`config.mk`:
```
export PLATFORM = sky130hd
export DESIGN_NAME = digit_serial_subtractor_flat
export DESIGN_NICKNAME = d
export VERILOG_FILES = /design/src/rtl/digit_serial_subtractor_if.sv /design/src/rtl/digit_serial_subtractor.sv /design/src/flat_wrapper.sv
export SDC_FILE = /design/constraint.sdc
export NUM_CORES = 1
export LEC_CHECK = 0
export BUFFER_PORTS_ARGS = -buffer_cell sky130_fd_sc_hd__buf_2
export CORE_UTILIZATION = 49
export DETAILED_ROUTE_END_ITERATION = 8
export PLACE_DENSITY_LB_ADDON = 0.08
export SLEW_MARGIN = 15
export SYNTH_ARGS = -nofsm -noshare
export SYNTH_HDL_FRONTEND = slang
export SYNTH_SLANG_ARGS = --single-unit
```
`constraint.sdc`:
```
create_clock -name clk -period 2.5 [get_ports clk]
set_input_delay 0.375 -clock clk [delete_from_list [all_inputs] [get_ports clk]]
set_output_delay 0.375 -clock clk [all_outputs]
set_load 0.01 [all_outputs]
```
`src/rtl/digit_serial_subtractor_if.sv`:
```
// Start/done handshake bundle for digit_serial_subtractor; carries ovf when SIGNED_OVF_EN is defined.
// The master side is the operand producer and result consumer; the slave side is the subtractor.
interface digit_serial_subtractor_if #(
    parameter int N = 8
);
    logic         start_valid;
    logic         start_ready;
    logic [N-1:0] A;
    logic [N-1:0] B;
    logic [N-1:0] diff;
    logic         bout;
    logic         done_valid;
    logic         done_ready;
`ifdef SIGNED_OVF_EN
    logic         ovf;

    modport master (
        output start_valid, A, B, done_ready,
        input  start_ready, diff, bout, done_valid, ovf
    );
    modport slave (
        input  start_valid, A, B, done_ready,
        output start_ready, diff, bout, done_valid, ovf
    );
`else
    modport master (
        output start_valid, A, B, done_ready,
        input  start_ready, diff, bout, done_valid
    );
    modport slave (
        input  start_valid, A, B, done_ready,
        output start_ready, diff, bout, done_valid
    );
`endif
endinterface

```
`src/rtl/digit_serial_subtractor.sv`:
```
// Purpose: unsigned A - B over N bits, W bits per cycle, borrow carried in a register (SIGNED_OVF_EN adds ovf).
// Latency: N/W cycles from start acceptance to done_valid; minimum initiation interval N/W+2.
// Backpressure: result held stable in DONE while done_ready is low; start_ready is high only in IDLE.
module digit_serial_subtractor #(
    parameter int N = 8,
    parameter int W = 2
) (
    input  logic                      clk,
    input  logic                      rst,
    digit_serial_subtractor_if.slave  bus
);
    localparam int C  = N / W;
    localparam int CW = (C > 1) ? $clog2(C) : 1;

    typedef enum logic [1:0] {IDLE, RUN, DONE} state_t;

    state_t        state_q, state_d;
    logic [CW-1:0] cnt_q;
    logic          borrow_q;
    logic [N-1:0]  a_q, b_q, diff_q;
    logic          bout_q;
    logic [W-1:0]  a_k, b_k, d;
    logic [W:0]    sub;
    logic          b_next;
    logic          last;
    logic          start_ready;
    logic          done_valid;
    logic          accept;
`ifdef SIGNED_OVF_EN
    logic          ovf_q;
`endif

    // Chunk select by comparison so no index can ever reach past chunk C-1.
    always_comb begin
        a_k = '0;
        b_k = '0;
        for (int j = 0; j < C; j++) begin
            if (cnt_q == CW'(j)) begin
                a_k = a_q[j*W +: W];
                b_k = b_q[j*W +: W];
            end
        end
        sub    = {1'b0, a_k} - {1'b0, b_k} - {{W{1'b0}}, borrow_q};
        d      = sub[W-1:0];
        b_next = sub[W];
        last   = (cnt_q == CW'(C - 1));
    end

    always_ff @(posedge clk) begin
        if (rst) begin
            state_q <= IDLE;
        end else begin
            state_q <= state_d;
        end
    end

    always_comb begin
        state_d     = state_q;
        start_ready = 1'b0;
        done_valid  = 1'b0;
        accept      = 1'b0;
        case (state_q)
            IDLE: begin
                start_ready = 1'b1;
                if (bus.start_valid) begin
                    accept  = 1'b1;
                    state_d = RUN;
                end
            end
            RUN: begin
                if (last) begin
                    state_d = DONE;
                end
            end
            DONE: begin
                done_valid = 1'b1;
                if (bus.done_ready) begin
                    state_d = IDLE;
                end
            end
            default: state_d = IDLE;
        endcase
    end

    always_ff @(posedge clk) begin
        if (rst) begin
            a_q      <= '0;
            b_q      <= '0;
            diff_q   <= '0;
            bout_q   <= 1'b0;
            borrow_q <= 1'b0;
            cnt_q    <= '0;
`ifdef SIGNED_OVF_EN
            ovf_q    <= 1'b0;
`endif
        end else if (accept) begin
            a_q      <= bus.A;
            b_q      <= bus.B;
            borrow_q <= 1'b0;
            cnt_q    <= '0;
        end else if (state_q == RUN) begin
            for (int j = 0; j < C; j++) begin
                if (cnt_q == CW'(j)) begin
                    diff_q[j*W +: W] <= d;
                end
            end
            borrow_q <= b_next;
            if (last) begin
                bout_q <= b_next;
                cnt_q  <= '0;
`ifdef SIGNED_OVF_EN
                // d[W-1] is the final result MSB, written this same edge.
                ovf_q  <= (a_q[N-1] != b_q[N-1]) & (d[W-1] != a_q[N-1]);
`endif
            end else begin
                cnt_q  <= cnt_q + CW'(1);
            end
        end
    end

    assign bus.start_ready = start_ready;
    assign bus.done_valid  = done_valid;
    assign bus.diff        = diff_q;
    assign bus.bout        = bout_q;
`ifdef SIGNED_OVF_EN
    assign bus.ovf         = ovf_q;
`endif

endmodule

```
`src/flat_wrapper.sv`:
```
// flat-port wrapper written by rule: the top's interface ports become plain ports
module digit_serial_subtractor_flat 
#(
    parameter int N = 8,
    parameter int W = 2
)
  (clk, rst, bus_start_valid, bus_A, bus_B, bus_done_ready, bus_start_ready, bus_diff, bus_bout, bus_done_valid);
  digit_serial_subtractor_if #(.N(N)) bus_i ();
  input  logic clk;
  input  logic rst;
  input wire logic [$bits(bus_i.start_valid)-1:0] bus_start_valid;
  input wire logic [$bits(bus_i.A)-1:0] bus_A;
  input wire logic [$bits(bus_i.B)-1:0] bus_B;
  input wire logic [$bits(bus_i.done_ready)-1:0] bus_done_ready;
  output wire logic [$bits(bus_i.start_ready)-1:0] bus_start_ready;
  output wire logic [$bits(bus_i.diff)-1:0] bus_diff;
  output wire logic [$bits(bus_i.bout)-1:0] bus_bout;
  output wire logic [$bits(bus_i.done_valid)-1:0] bus_done_valid;
  assign bus_i.start_valid = bus_start_valid;
  assign bus_i.A = bus_A;
  assign bus_i.B = bus_B;
  assign bus_i.done_ready = bus_done_ready;
  assign bus_start_ready = bus_i.start_ready;
  assign bus_diff = bus_i.diff;
  assign bus_bout = bus_i.bout;
  assign bus_done_valid = bus_i.done_valid;
  digit_serial_subtractor #(.N(N), .W(W)) u_core (.clk(clk), .rst(rst), .bus(bus_i));
endmodule
```
**Word-level counts from Yosys, hierarchy flattened**

Cells that the tools add are included.

- Div/mod/pow operators: 0
- Eq/ne operators: 8
- Reductions and logical operators: 8
- Multipliers: 0
- Multiplexer cells: 17
- Shift operators: 0
- Bitwise operators: 1
- $add $sub $neg: 3
- $lt $le $gt $ge: 0

Operators with widths:

| operator | count |
|---|---|
| 2-bit two-way mux | 12 |
| 3-bit AND reduction | 5 |
| 2-bit == test (second input constant) | 3 |
| 2-bit one-hot mux with 3 select lines | 1 |
| 2-bit by 1-bit == test with 1-bit output (second input constant) | 2 |
| 2-bit logical NOT | 2 |
| 1-bit two-way mux | 4 |
| 2-bit inequality test (second input constant) | 2 |
| 2-bit by 2-bit subtractor with 3-bit output | 1 |
| 3-bit by 1-bit subtractor with 3-bit output | 1 |
| 2-bit by 1-bit adder with 2-bit output (second input constant) | 1 |
| 2-bit by 1-bit inequality test with 1-bit output (second input constant) | 1 |
| 2-bit OR reduction | 1 |
| 1-bit NOT | 1 |

- Register bits: 30
- Bits in writable memories: 0
- Input bits: 20
- Output and inout bits: 11
- Memory bits (read-only): 0
- Memories kept: 0
- Bits in latches: 0
- Word-level logic and storage cells: 47

**Longest topological paths before layout**

- Depth after elaboration: 7
- Depth in mapped cells: 9
- Gate-level depth less buffers: 8

**Least setup slack after synthesis**

Ideal clock, no wire load.

- Path kind: reg-to-reg
- Start: register u_core.cnt_q[0]
- End: register u_core.borrow_q
- Buffers on the path: 1
- Setup time: 87 ps
- Setup slack: -72 ps
- Stages on the path, launching flop included: 10
- Required time: 2413 ps
- Data arrival time: 2485 ps
- Period minus slack after synthesis: 2572 ps
- Cells stage by stage: dfxtp_1 > inv_1 > ha_1 > clkbuf_1 > nor3b_1 > a211o_1 > fa_1 > fa_1 > or4b_1 > o31ai_1

- Cells in the longest elaborated chain, start to end: 7
- Elaborated cells between the ends (all ways): 14
- Classes of those cells: add/sub: 2; eq/ne: 3; mux: 8; reduce/logical: 1

RTL lines:

| element | RTL line | text |
|---|---|---|
| start: declaration | digit_serial_subtractor.sv:18 | `logic [CW-1:0] cnt_q;` |
| start signal: assignment | digit_serial_subtractor.sv:116 | `cnt_q <= cnt_q + CW'(1);` |
| 2-bit logical NOT | digit_serial_subtractor.sv:38 | `if (cnt_q == CW'(j)) begin` |
| 2-bit two-way mux (4 in series) | digit_serial_subtractor.sv:38 |  |
| 2-bit by 2-bit subtractor with 3-bit output (*) | digit_serial_subtractor.sv:43 | `sub = {1'b0, a_k} - {1'b0, b_k} - {{W{1'b0}}, borrow_q};` |
| 3-bit by 1-bit subtractor with 3-bit output (*) | digit_serial_subtractor.sv:43 |  |
| end signal: assignment | digit_serial_subtractor.sv:107 | `borrow_q <= b_next;` |
| end: declaration | digit_serial_subtractor.sv:19 | `logic borrow_q;` |

Every way passes the cells marked *; elsewhere a longest branch is shown, timed or not.
A chain may end at the register's enable or synchronous reset.

**Worst setup path after layout**

- Start: register u_core.cnt_q[1]
- End: register u_core.borrow_q

The elaborated chain is that of the path after synthesis.

==> results.md <==
* Synth area leader: dfxtp_1
* Iter 0 DRT Violations at slightly above 50
* Clock Skew at 0.00452 ns
* Vias at 1190
* Fraction of layout instances using a drive strength above 1 at 30.6%
* Internal power at 718 uW
* Sequential Area at ~600 um2
* GRT Util Overall at between 10% and 20%
* Clk Tree Root Cell: clkbuf_4
* Worst IR Drop VDD at 0.330 mV
* Routed via count divided by cell count at between 5 and 6
* RSZ-0062 raised after global routing: yes
* Reg-to-Reg End: u_core.borrow_q
* Most used cell, CP: fa_2
* GRT overflow at 0
* Filler cells at around 290
* Final core occ at roughly 63%
* Final setup TNS at 0 ns
* Final HPWL DP at about 2.1 mm
* Top Ports at 31
* Req. time, crit path at about 2.7 ns
* Most Crowded Layer GR: met2
* Crit path kind: reg2reg
* Cells after synthesis at roughly 160
* Number of antenna repair diodes at 0
* Ys flop type: dfxtp_1
* PwrDens at between 500 and 600 mW/mm2
* Final setup viols at 0
* Startpoint Class: flop
* Final Routed Wirelength at around 3 mm
* Slew Limit Headroom at 58.1%
* # DRC at 0
* Final slew viol count at 0
* Largest net degree at the start of global routing at 53
* Cts bufs inserted at 5
* CTS clk-pin slew, worst paths at roughly 0.080 ns
* Synth cell count leaders: nand2b_1 (45), dfxtp_1 (30), mux2i_1 (24)
* YS warnings at 0
* Initial core utilization at 51.8%
* Area of the multi-input gates at slightly below 0.001 mm2
* Cell with the most instances after synthesis: nand2b_1
* First-pass GRT wire length at between 5 and 6 mm
* Worst-skew pair later-pin latency at approximately 0.32 ns
* Clock tree buffer depth at 2
* Non-Filler Instances at roughly 240
* Max cap viols at 0
* H-tree Lvls at 2
* Sequential power share at between 50% and 60%
* Area grow syn2layout at 20.7%
* Minimum clock period at roughly 2.5 ns
* DP Area at roughly 0.0018 mm2
* TritonRoute pass-1 iters at 4
* Post-synthesis cell area at between 0.0015 and 0.002 mm2
* Switching pwr at roughly 250 uW
* Vias in the first global route at 1153
* Power share of the clock group at between 20% and 30%
* EDFF count, synth at 0
* Die width at 59.0 um
* Port Buf Inserts at 30
* Fin area at between 0.0015 and 0.002 mm2
* Die area at about 0.0035 mm2
* Cells on worst reg2reg path at 8
* CP max stage delay at approximately 0.50 ns
* Fmax at around 400 MHz
* Yosys reg bits at 30
* Critical path capture point type: flop
* Final hold violation count at 0
* Post-route ant nets at 0
* Row cnt at 20
* Mapped Nets at approximately 190
* Sequential cell area fraction in the yosys report at about 38%
* M1 GR Usage at about a quarter
* Min-Delay Path Class: in2reg
* R2R Path Start: u_core.cnt_q[1]
* Initial antenna violation count at 0
* Placed insts at approximately 230
* Post-synthesis cell type count at 26
* Clock sink count at 30
* Status: finished, final reports clean
* Logic pwr share at 17.1%
* Synth Area per Inst at between 10 and 15 um2
* Ys async rst share at 0%
* GPL Wtd Cong at roughly 0.85
* Reg-to-reg slack, setup at ~0.023 ns
* Leak pwr at roughly 0.0008 uW
* Net Sw Frac at a little over a quarter
* WL/cell at roughly 13 um
* Synth area leaders: dfxtp_1 (38%), nand2b_1 (18%), mux2i_1 (15%), a211oi_1 (3.3%), ha_1 (3.1%)
* Std-Cell Core Area at roughly 0.003 mm2
* Last element of the critical path: u_core.borrow_q
* Final nets at 220
* Start point of the critical path: u_core.cnt_q[1]
* CTS tree: built
* CP arrival at 2.71 ns
* Met2 usage at around a third
* Final period util at roughly 99%
* Crit path cell chain: buf_4 -> ha_4 -> nor2b_1 -> a211o_1 -> fa_2 -> fa_2 -> or4b_1 -> o31ai_1
* Worst Tran Pin Value at ~0.63 ns
* CP max-delay cell: or4b_1
* Critical Path Fanout Max at 10
* Height of the die at ~59 um
* Hold buffer count at CTS at 0
* Post-synth top area share at 37.7%
* Met3 usage at 6.55%
[power groups by stage]
stage | Combinational [uW] | Sequential [uW] | Clock [uW]
floorplan | 118 | 529 | 0
global placement | 152 | 536 | 0
detailed placement | 158 | 537 | 0
CTS | 160 | 526 | 293
global route | 186 | 530 | 311
finish | 167 | 526 | 280
[how the worst min path moves through the flow]
stage / slack, ns / start / end / depth (start not counted)
2_1_floorplan: 0.45 / u_core.a_q[0] / u_core.a_q[0] / 2
3_5_place_dp: 0.46 / u_core.bus.diff[3] / u_core.bus.diff[3] / 2
6_report: 0.30 / bus_A[3] / u_core.a_q[3] / 3
4_1_cts: 0.28 / bus_B[2] / u_core.b_q[2] / 3
3_3_place_gp: 0.46 / u_core.bus.diff[3] / u_core.bus.diff[3] / 2
5_1_grt: 0.30 / bus_B[7] / u_core.b_q[7] / 3
[stage by stage]
| stage | setup slack (ns) | hold WS [ns] | total power (uW) |
|---|---|---|---|
| floorplan | 0.0240 | 0.449 | 647 |
| global placement | 0.0415 | 0.457 | 688 |
| detailed placement | -0.0650 | 0.461 | 695 |
| CTS | 0.0350 | 0.285 | 979 |
| global route | -0.0400 | 0.297 | 1030 |
| finish | 0.0234 | 0.304 | 973 |
[logic make-up after synthesis]
family	after synthesis	share of synthesized area (%)
AND/OR/NAND/NOR	70	29.4
AO/OA/AOI/OAI	14	6.67
adder cells (fa/ha/maj)	6	5.65
multiplexers	25	15.8
flip-flops	30	37.7
buffers and inverters	14	4.79
[critical path: cells and delay by family, from the launching register on]
kind	cells	cell delay, ns
buf+inv	1	0.14
simple gates	2	0.63
fa+ha+maj	3	0.89
flops	1	0.35
compound gates	2	0.38
[cell usage in the layout, fill, tap and decap left out, drive strengths merged]
cell / Yosys / layout
nand2b: 45 / 45
buf: 5 / 39
dfxtp: 30 / 30
mux2i: 24 / 24
a211oi: 7 / 7
nand3b: 7 / 7
nor2b: 6 / 6
clkbuf: 6 / 6
nor3b: 5 / 5
ha: 4 / 4
inv: 3 / 3
nor2: 2 / 2
a211o: 2 / 2
or4b: 2 / 2
o31ai: 2 / 2
fa: 2 / 2
and3b: 1 / 1
o21ba: 1 / 1
o22ai: 1 / 1
mux2: 1 / 1
or3b: 1 / 1
a21oi: 1 / 1
nand4bb: 1 / 1
[registers in the layout (all words and copies together) (netlist names)]
signal,cells
u_core.b_q,8
u_core.bus.diff,8
u_core.cnt_q,2
u_core.a_q,8
u_core.bus.bout,1
u_core.borrow_q,1
u_core.state_q,2
[per-layer routing]
layer  vias up  routed length (um)
li1        611                   -
met1       544                1450
met2        31                1450
met3         4                 124
met4         0                  46
met5         -                   0
[final cells by class]
class | count | share of cell area [%]
timing repair buffer | 39 | 11.5
clock buffer | 6 | 2.67
tap | 44 | 2.86
inverter | 3 | 0.585
multi-input combinational | 115 | 50.8
sequential | 30 | 31.6
[timing repair]
item / CTS / global route
pin swaps: 0 / 1
buffers inserted: 0 / 2
gates resized for setup: 5 / 9
cloned: 0 / 0
setup endpoints to repair: 1 / 1
No activity file was read; power rests on OpenSTA's default activity.
